`src/rtl/jtcop_bgrom_arb.sv`:
```
// Arbitrates one SDRAM read slot among three BAC06 tile-ROM requesters.
// Each requester keeps a one-entry tag+data buffer for its last fetched word.
module jtcop_bgrom_arb #(
  parameter int unsigned AW = 17,
  parameter int unsigned SW = 22,
  parameter logic [SW-1:0] BA0_OFFSET = 22'h00000,
  parameter logic [SW-1:0] BA1_OFFSET = 22'h20000,
  parameter logic [SW-1:0] BA2_OFFSET = 22'h40000
) (
  input  logic          clk,
  input  logic          rst,
  input  logic          b0_cs,
  input  logic [AW-1:0] b0_addr,
  output logic [31:0]   b0_data,
  output logic          b0_ok,
  input  logic          b1_cs,
  input  logic [AW-1:0] b1_addr,
  output logic [31:0]   b1_data,
  output logic          b1_ok,
  input  logic          b2_cs,
  input  logic [AW-1:0] b2_addr,
  output logic [31:0]   b2_data,
  output logic          b2_ok,
  output logic          sdram_cs,
  output logic [SW-1:0] sdram_addr,
  input  logic [31:0]   sdram_data,
  input  logic          sdram_ok
);

  typedef enum logic [1:0] {
    IDLE,
    WAIT,
    GAP
  } state_t;

  state_t        st;
  logic [1:0]    ptr;
  logic [1:0]    gnt;
  logic [AW-1:0] gaddr;
  logic [1:0]    pick;

  logic [2:0]    cs;
  logic [AW-1:0] addr [3];
  logic [2:0]    vld;
  logic [AW-1:0] tag  [3];
  logic [31:0]   dat  [3];
  logic [2:0]    hit;
  logic [2:0]    pend;
  logic [2:0]    ok;

  assign cs      = {b2_cs, b1_cs, b0_cs};
  assign addr[0] = b0_addr;
  assign addr[1] = b1_addr;
  assign addr[2] = b2_addr;

  assign b0_data = dat[0];
  assign b1_data = dat[1];
  assign b2_data = dat[2];
  assign b0_ok   = ok[0];
  assign b1_ok   = ok[1];
  assign b2_ok   = ok[2];

  function automatic logic [SW-1:0] base(input logic [1:0] n);
    unique case (n)
      2'd1:    return BA1_OFFSET;
      2'd2:    return BA2_OFFSET;
      default: return BA0_OFFSET;
    endcase
  endfunction

  function automatic logic [1:0] rr(input logic [1:0] p, input int k);
    int s;
    s = int'(p) + k;
    if (s >= 3) s = s - 3;
    return 2'(s);
  endfunction

  always_comb begin
    for (int i = 0; i < 3; i++) begin
      hit[i]  = vld[i] && (tag[i] == addr[i]);
      pend[i] = cs[i] && !hit[i];
    end
  end

  // scan from the farthest candidate back so the nearest pending one wins
  always_comb begin
    pick = ptr;
    for (int k = 2; k >= 0; k--) begin
      if (pend[rr(ptr, k)]) pick = rr(ptr, k);
    end
  end

  always_ff @(posedge clk) begin
    if (rst) begin
      st         <= IDLE;
      ptr        <= 2'd0;
      gnt        <= 2'd0;
      gaddr      <= '0;
      sdram_cs   <= 1'b0;
      sdram_addr <= '0;
      vld        <= 3'b000;
      for (int i = 0; i < 3; i++) begin
        tag[i] <= '0;
        dat[i] <= '0;
      end
    end else begin
      unique case (st)
        IDLE: begin
          if (|pend) begin
            gnt        <= pick;
            gaddr      <= addr[pick];
            sdram_addr <= SW'(addr[pick]) + base(pick);
            sdram_cs   <= 1'b1;
            st         <= WAIT;
          end
        end
        WAIT: begin
          if (sdram_ok) begin
            vld[gnt]  <= 1'b1;
            tag[gnt]  <= gaddr;
            dat[gnt]  <= sdram_data;
            sdram_cs  <= 1'b0;
            ptr       <= (gnt == 2'd2) ? 2'd0 : gnt + 2'd1;
            st        <= GAP;
          end
        end
        GAP: st <= IDLE;
        default: st <= IDLE;
      endcase
    end
  end

  always_ff @(posedge clk) begin
    if (rst) ok <= 3'b000;
    else     ok <= cs & hit;
  end

endmodule

```
`config.mk`:
```
export PLATFORM = sky130hd
export DESIGN_NAME = jtcop_bgrom_arb
export DESIGN_NICKNAME = d
export VERILOG_FILES = /design/src/rtl/jtcop_bgrom_arb.sv
export SDC_FILE = /design/constraint.sdc
export NUM_CORES = 1
export LEC_CHECK = 0
export BUFFER_PORTS_ARGS = -buffer_cell sky130_fd_sc_hd__buf_2
export CAP_MARGIN = 0
export CORE_ASPECT_RATIO = 1.4
export CORE_MARGIN = 8
export CORE_UTILIZATION = 28
export CTS_CLUSTER_SIZE = 24
export DETAILED_ROUTE_END_ITERATION = 8
export HOLD_SLACK_MARGIN = 0.03
export SLEW_MARGIN = 20
export SYNTH_ARGS = -nofsm -noshare
export SYNTH_HDL_FRONTEND = slang
export SYNTH_SLANG_ARGS = --single-unit
```
`constraint.sdc`:
```
create_clock -name clk -period 10.1 [get_ports clk]
set_clock_uncertainty 0.1 [all_clocks]
set_input_delay 1.515 -clock clk [delete_from_list [all_inputs] [get_ports clk]]
set_output_delay 1.515 -clock clk [all_outputs]
set_load 0.01 [all_outputs]
```
After elaboration in Yosys (flattened, before gate mapping) --
Memories as Yosys holds them, arrays and structs flattened. Index checks and enable logic that the tools add are counted.
Cells by class: add/sub/neg operators 7, reductions and logical operators 19, equal/unequal tests 9, multipliers 0, order comparisons 9, shifts and indexed selects 0, bitwise operators 3, div/mod/pow operators 0, multiplexer cells 40
Operator list (number):
- 22-bit 2-to-1 mux | 3
- 17-bit equality test | 3
- 17-bit 2-to-1 mux | 3
- 19-bit case mux with 2 select lines | 1
- 17-bit binary-select mux with 2-bit select | 1
- 32-bit 2-to-1 mux | 1
- 32-bit OR reduction | 1
- 17-bit by 22-bit adder with 22-bit output | 1
- 2-bit 2-to-1 mux | 11
- 17-bit OR reduction | 1
- 1-bit 2-to-1 mux | 14
- 2-bit by 3-bit less-than comparator with 1-bit output, second input constant | 4
- 1-bit logical AND | 7
- 1-bit binary-select mux with 2-bit select | 3
- 3-bit by 2-bit >= comparator with 1-bit output, second input constant | 2
- 2-bit AND reduction | 3
- 2-bit subtractor, second input constant | 3
- 2-bit by 1-bit equality test with 1-bit output, second input constant | 2
- 2-bit equality test, second input constant | 2
- 2-bit inequality test, second input constant | 2
- 2-bit case mux with 2 select lines | 1
- 2-bit by 1-bit adder with 3-bit output, second input constant | 1
- 2-bit by 2-bit adder with 3-bit output, second input constant | 1
- 3-bit AND | 1
- 13 further kinds | 15
Word-level totals: bits in read-only memories 0, input bits 89, register bits 52, memories 2, output and inout bits 122, bits in latches 0, word-level logic and storage cells 97, memory bits (writable) 147
Memories:
- dat | depth 3, width 32, read ports 3, clocked after Yosys merged registers in 0, wr ports 3, line 46 | logic [31:0] dat [3];
- tag | depth 3, width 17, read ports 3, clocked after Yosys merged registers in 0, wr ports 3, line 45 | logic [AW-1:0] tag [3];

Logic depth before layout (Yosys ltp) --
An unclocked memory read counts as a cell.
depth after elaboration 16, gate-level depth with buffers 12

Worst setup path after synthesis --
OpenSTA, ideal clock, no wires.
path kind input-to-reg, start point in sdram_ok, end point mem dat[0][0] (enable), stages 2, data arrival time 5.389 ns, path buffers 0, path slack 4.082 ns, data required time 9.471 ns, cells stage by stage nand3b_1 > o31ai_1
RTL lines:
- from (decl) | line 27 | input logic sdram_ok
- to (decl) | line 46

Worst setup path in the final report --
start point in b1_addr[5], end point reg gaddr[7]
Between the ends: cells in the longest elaborated chain, start to end 13, elaborated cells between the ends (all ways) 19, classes of those cells eq/ne (1); mux (12); bitwise (1); reduce/logical (5)
RTL lines:
- from (decl) | line 17 | input logic [AW-1:0] b1_addr,
- 17-bit equality test (*) | line 80 | hit[i] = vld[i] && (tag[i] == addr[i]);
- 1-bit logical AND (*) | line 80
- 1-bit logical NOT (*) | line 81 | pend[i] = cs[i] && !hit[i];
- 1-bit logical AND (*) | line 81
- 1-bit binary-select mux with 2-bit select | line 89 | if (pend[rr(ptr, k)]) pick = rr(ptr, k);
- 1-bit 2-to-1 mux (not written as such) | line 89
- 2-bit 2-to-1 mux (3 in a row) | line 89
- 2-bit inverter with 3-bit output (not written as such) | line 111 | gaddr <= addr[pick];
- 17-bit binary-select mux with 2-bit select | line 111
- 17-bit 2-to-1 mux (not written as such) (2 in a row) | line 111
- to (signal assigned) | line 111
- to (decl) | line 39 | logic [AW-1:0] gaddr;
Mark *: on every way between the ends. The rest lies on a longest branch, timed or not. The select of a mux whose other input is x is not followed. A chain may end at the register's enable or synchronous reset.

==> metrics.txt <==
CTS Buffer Depth=2; status=finished clean; Reg area=5050 µm²; PostCTS Resize Cnt=0; relative slew slack=38.7%; Inserted Diodes=0; post-CTS setup buffers=0; synth unique cells=51; register area share after synthesis=66.3%; DR vias/cell=4.42; Cell Area, Synth=7630 µm²; Hold Buf Count CTS=0; share of post-route cells with drive strength above 1=33.3%; Post-synth EDFFs=147; clock period minus worst slack=4300 ps; # nets final=871; commonest non-fill, non-tap cell in the layout=buf_2; WL final=22700 µm; I/O pins=211; die width=155 µm; initial antenna violation count=3; chip height=211 µm; DRT antenna net count=0; first-pass detailed-route iteration total=4; P per Cell Area=175 nW/µm²; highest-count cells in the layout ignoring fill and taps=207 x buf_2, 149 x and2_1, 147 x edfxtp_1; Final HPWL DP=16400 µm; Yosys warning total=0; FF-to-FF Start=tag[1][2]$_SDFFCE_PN0P_; Area Overhead vs Synth=26.9%; # fillers=2731; fin worst setup slack=5800 ps; first-pass GRT wire length=33400 µm; crit path DAT=4470 ps; CTS buffer count=17; Initial Utilization=28.4%; Critical path origin=b1_addr[5]; Post-route DRC=0; Main synth FF type=edfxtp_1; Final Setup Violations=0; Fin. Hold Viols=0; hold crit path type=reg -> reg; H-tree depth=4; clk root buf=clkbuf_16; GRT Residual Overflow=0; CTS tree=built; CP Class=in -> reg; async set-or-reset flop fraction in the synthesized netlist=0%; clk_lat worst skew=440 ps; largest cells by area after synthesis=edfxtp_1 58%, and2_1 12%, dfxtp_1 8.4%; RSZ-0062 raised after global routing=false; wire per inst=19.6 µm; CP endpoint kind=flip-flop; initial DRC count=276; period utilisation layout=42.6%; TritonCTS Sinks=179; critical path data required time=10260 ps; final core utilization=36.1%; largest net degree at the start of global routing=51; # rows=71; placed cell count=1126; routability cong.=0.796; die area=32800 µm²; Post-Synthesis Cells=569; Multi-input gate area=2400 µm²; setup_tns=0 ps; CP Launch Type=input port; dpl ws=5360 ps; Slew @ Worst Pin=919 ps; post-synthesis register bit count=179; LEAKAGE=0.00414 µW; Worst-path clk slew=80 ps; syn_area_per_cell=13.4 µm²; vias in the first global route=5472; top-area cell type share of the netlist area=57.9%; Final Slew Violations=0; input/output buffers=207; core area=26800 µm²; Max Freq=232 MHz; vias=5122; hold wc startpoint=vld[2]$_SDFFE_PP0P_; Post-Layout Cell Count=1158; r2r setup slk=6600 ps; cell taking the most area after synthesis=edfxtp_1; maximum VDD drop=0.122 mV; gr usage total=13.8%; Worst Path Max Fanout=17; Max Cap Viol=0
cell type report:
type / count / area share [%]
clock buffer: 17 / 4.40
clock inverter: 15 / 1.44
inverter: 22 / 0.853
multi-input combinational: 342 / 24.8
sequential: 179 / 52.2
tap: 365 / 4.72
timing repair buffer: 218 / 11.6
path summary, 6_finish.rpt:
check        cells after the start               endpoint
max reg2reg                      9  gaddr[7]$_SDFFE_PP0P_
min                              1    vld[2]$_SDFFE_PP0P_
min reg2reg                      1    vld[2]$_SDFFE_PP0P_
max                             10  gaddr[7]$_SDFFE_PP0P_
synthesized netlist by cell type, drive strengths merged, types with 3 or more instances:
| cell | count |
|---|---|
| and2 | 149 |
| edfxtp | 147 |
| dfxtp | 32 |
| nand2 | 27 |
| xnor2 | 27 |
| xor2 | 24 |
| inv | 22 |
| clkbuf | 20 |
| mux2i | 18 |
| o221ai | 18 |
| nor2 | 9 |
| buf | 8 |
| nand4 | 8 |
| nor4 | 7 |
| a21oi | 6 |
| a21o | 5 |
| nor3 | 4 |
| nand3 | 3 |
stage by stage:
step	instance area (µm²)	hold slack (ps)	total power, µW
2_1_floorplan	7630	318	974
3_3_place_gp	9110	325	1070
3_5_place_dp	9110	332	1070
4_1_cts	9680	350	1710
5_1_grt	9680	389	1750
6_report	9680	353	1690
cell families (layout without fill, tap and decap cells):
family                     Yosys count  count (layout)  share of synthesized area, %
muxes                               18              18                          2.36
and+or+nand+nor                    222             222                          17.4
xor gates and xnor gates            51              51                          5.86
buffers and inverters               50             272                          2.89
adders and majority gates            2               2                         0.328
AOI/OAI and AO/OA                   46              46                          4.84
other                                1               3                        0.0492
DFF                                179             179                          66.3
where the power goes:
group | total (µW) | switching, µW | leakage [µW] | internal [µW]
Clock | 642 | 316 | 0.000278 | 327
Sequential | 865 | 24.1 | 0.00179 | 841
Combinational | 186 | 115 | 0.00207 | 71.0
state kept, by name, indices dropped and copies added (netlist names):
name and cells:
gaddr 16, ok 3, tag 51, dat 96, ptr 2, st 2, gnt 2, sdram_addr 3
sdram_cs 1, vld 3
critical path, stage by stage:
cell	delay [ps]
buf_2	110
xor2_1	150
nor4_1	560
nand3_1	220
o21ai_2	300
a21boi_0	130
a311oi_1	220
o21a_1	250
nand2b_1	740
o221ai_1	260
routing by layer:
layer,global-route usage [%],part of all wire (%),vias to the layer above
li1,-,-,2417
met1,13.6,36,2505
met2,25.9,55,158
met3,4.34,6.2,36
met4,6.34,2.9,6
met5,0,0.16,-
Note: power is estimated with default switching activity, not from simulation.
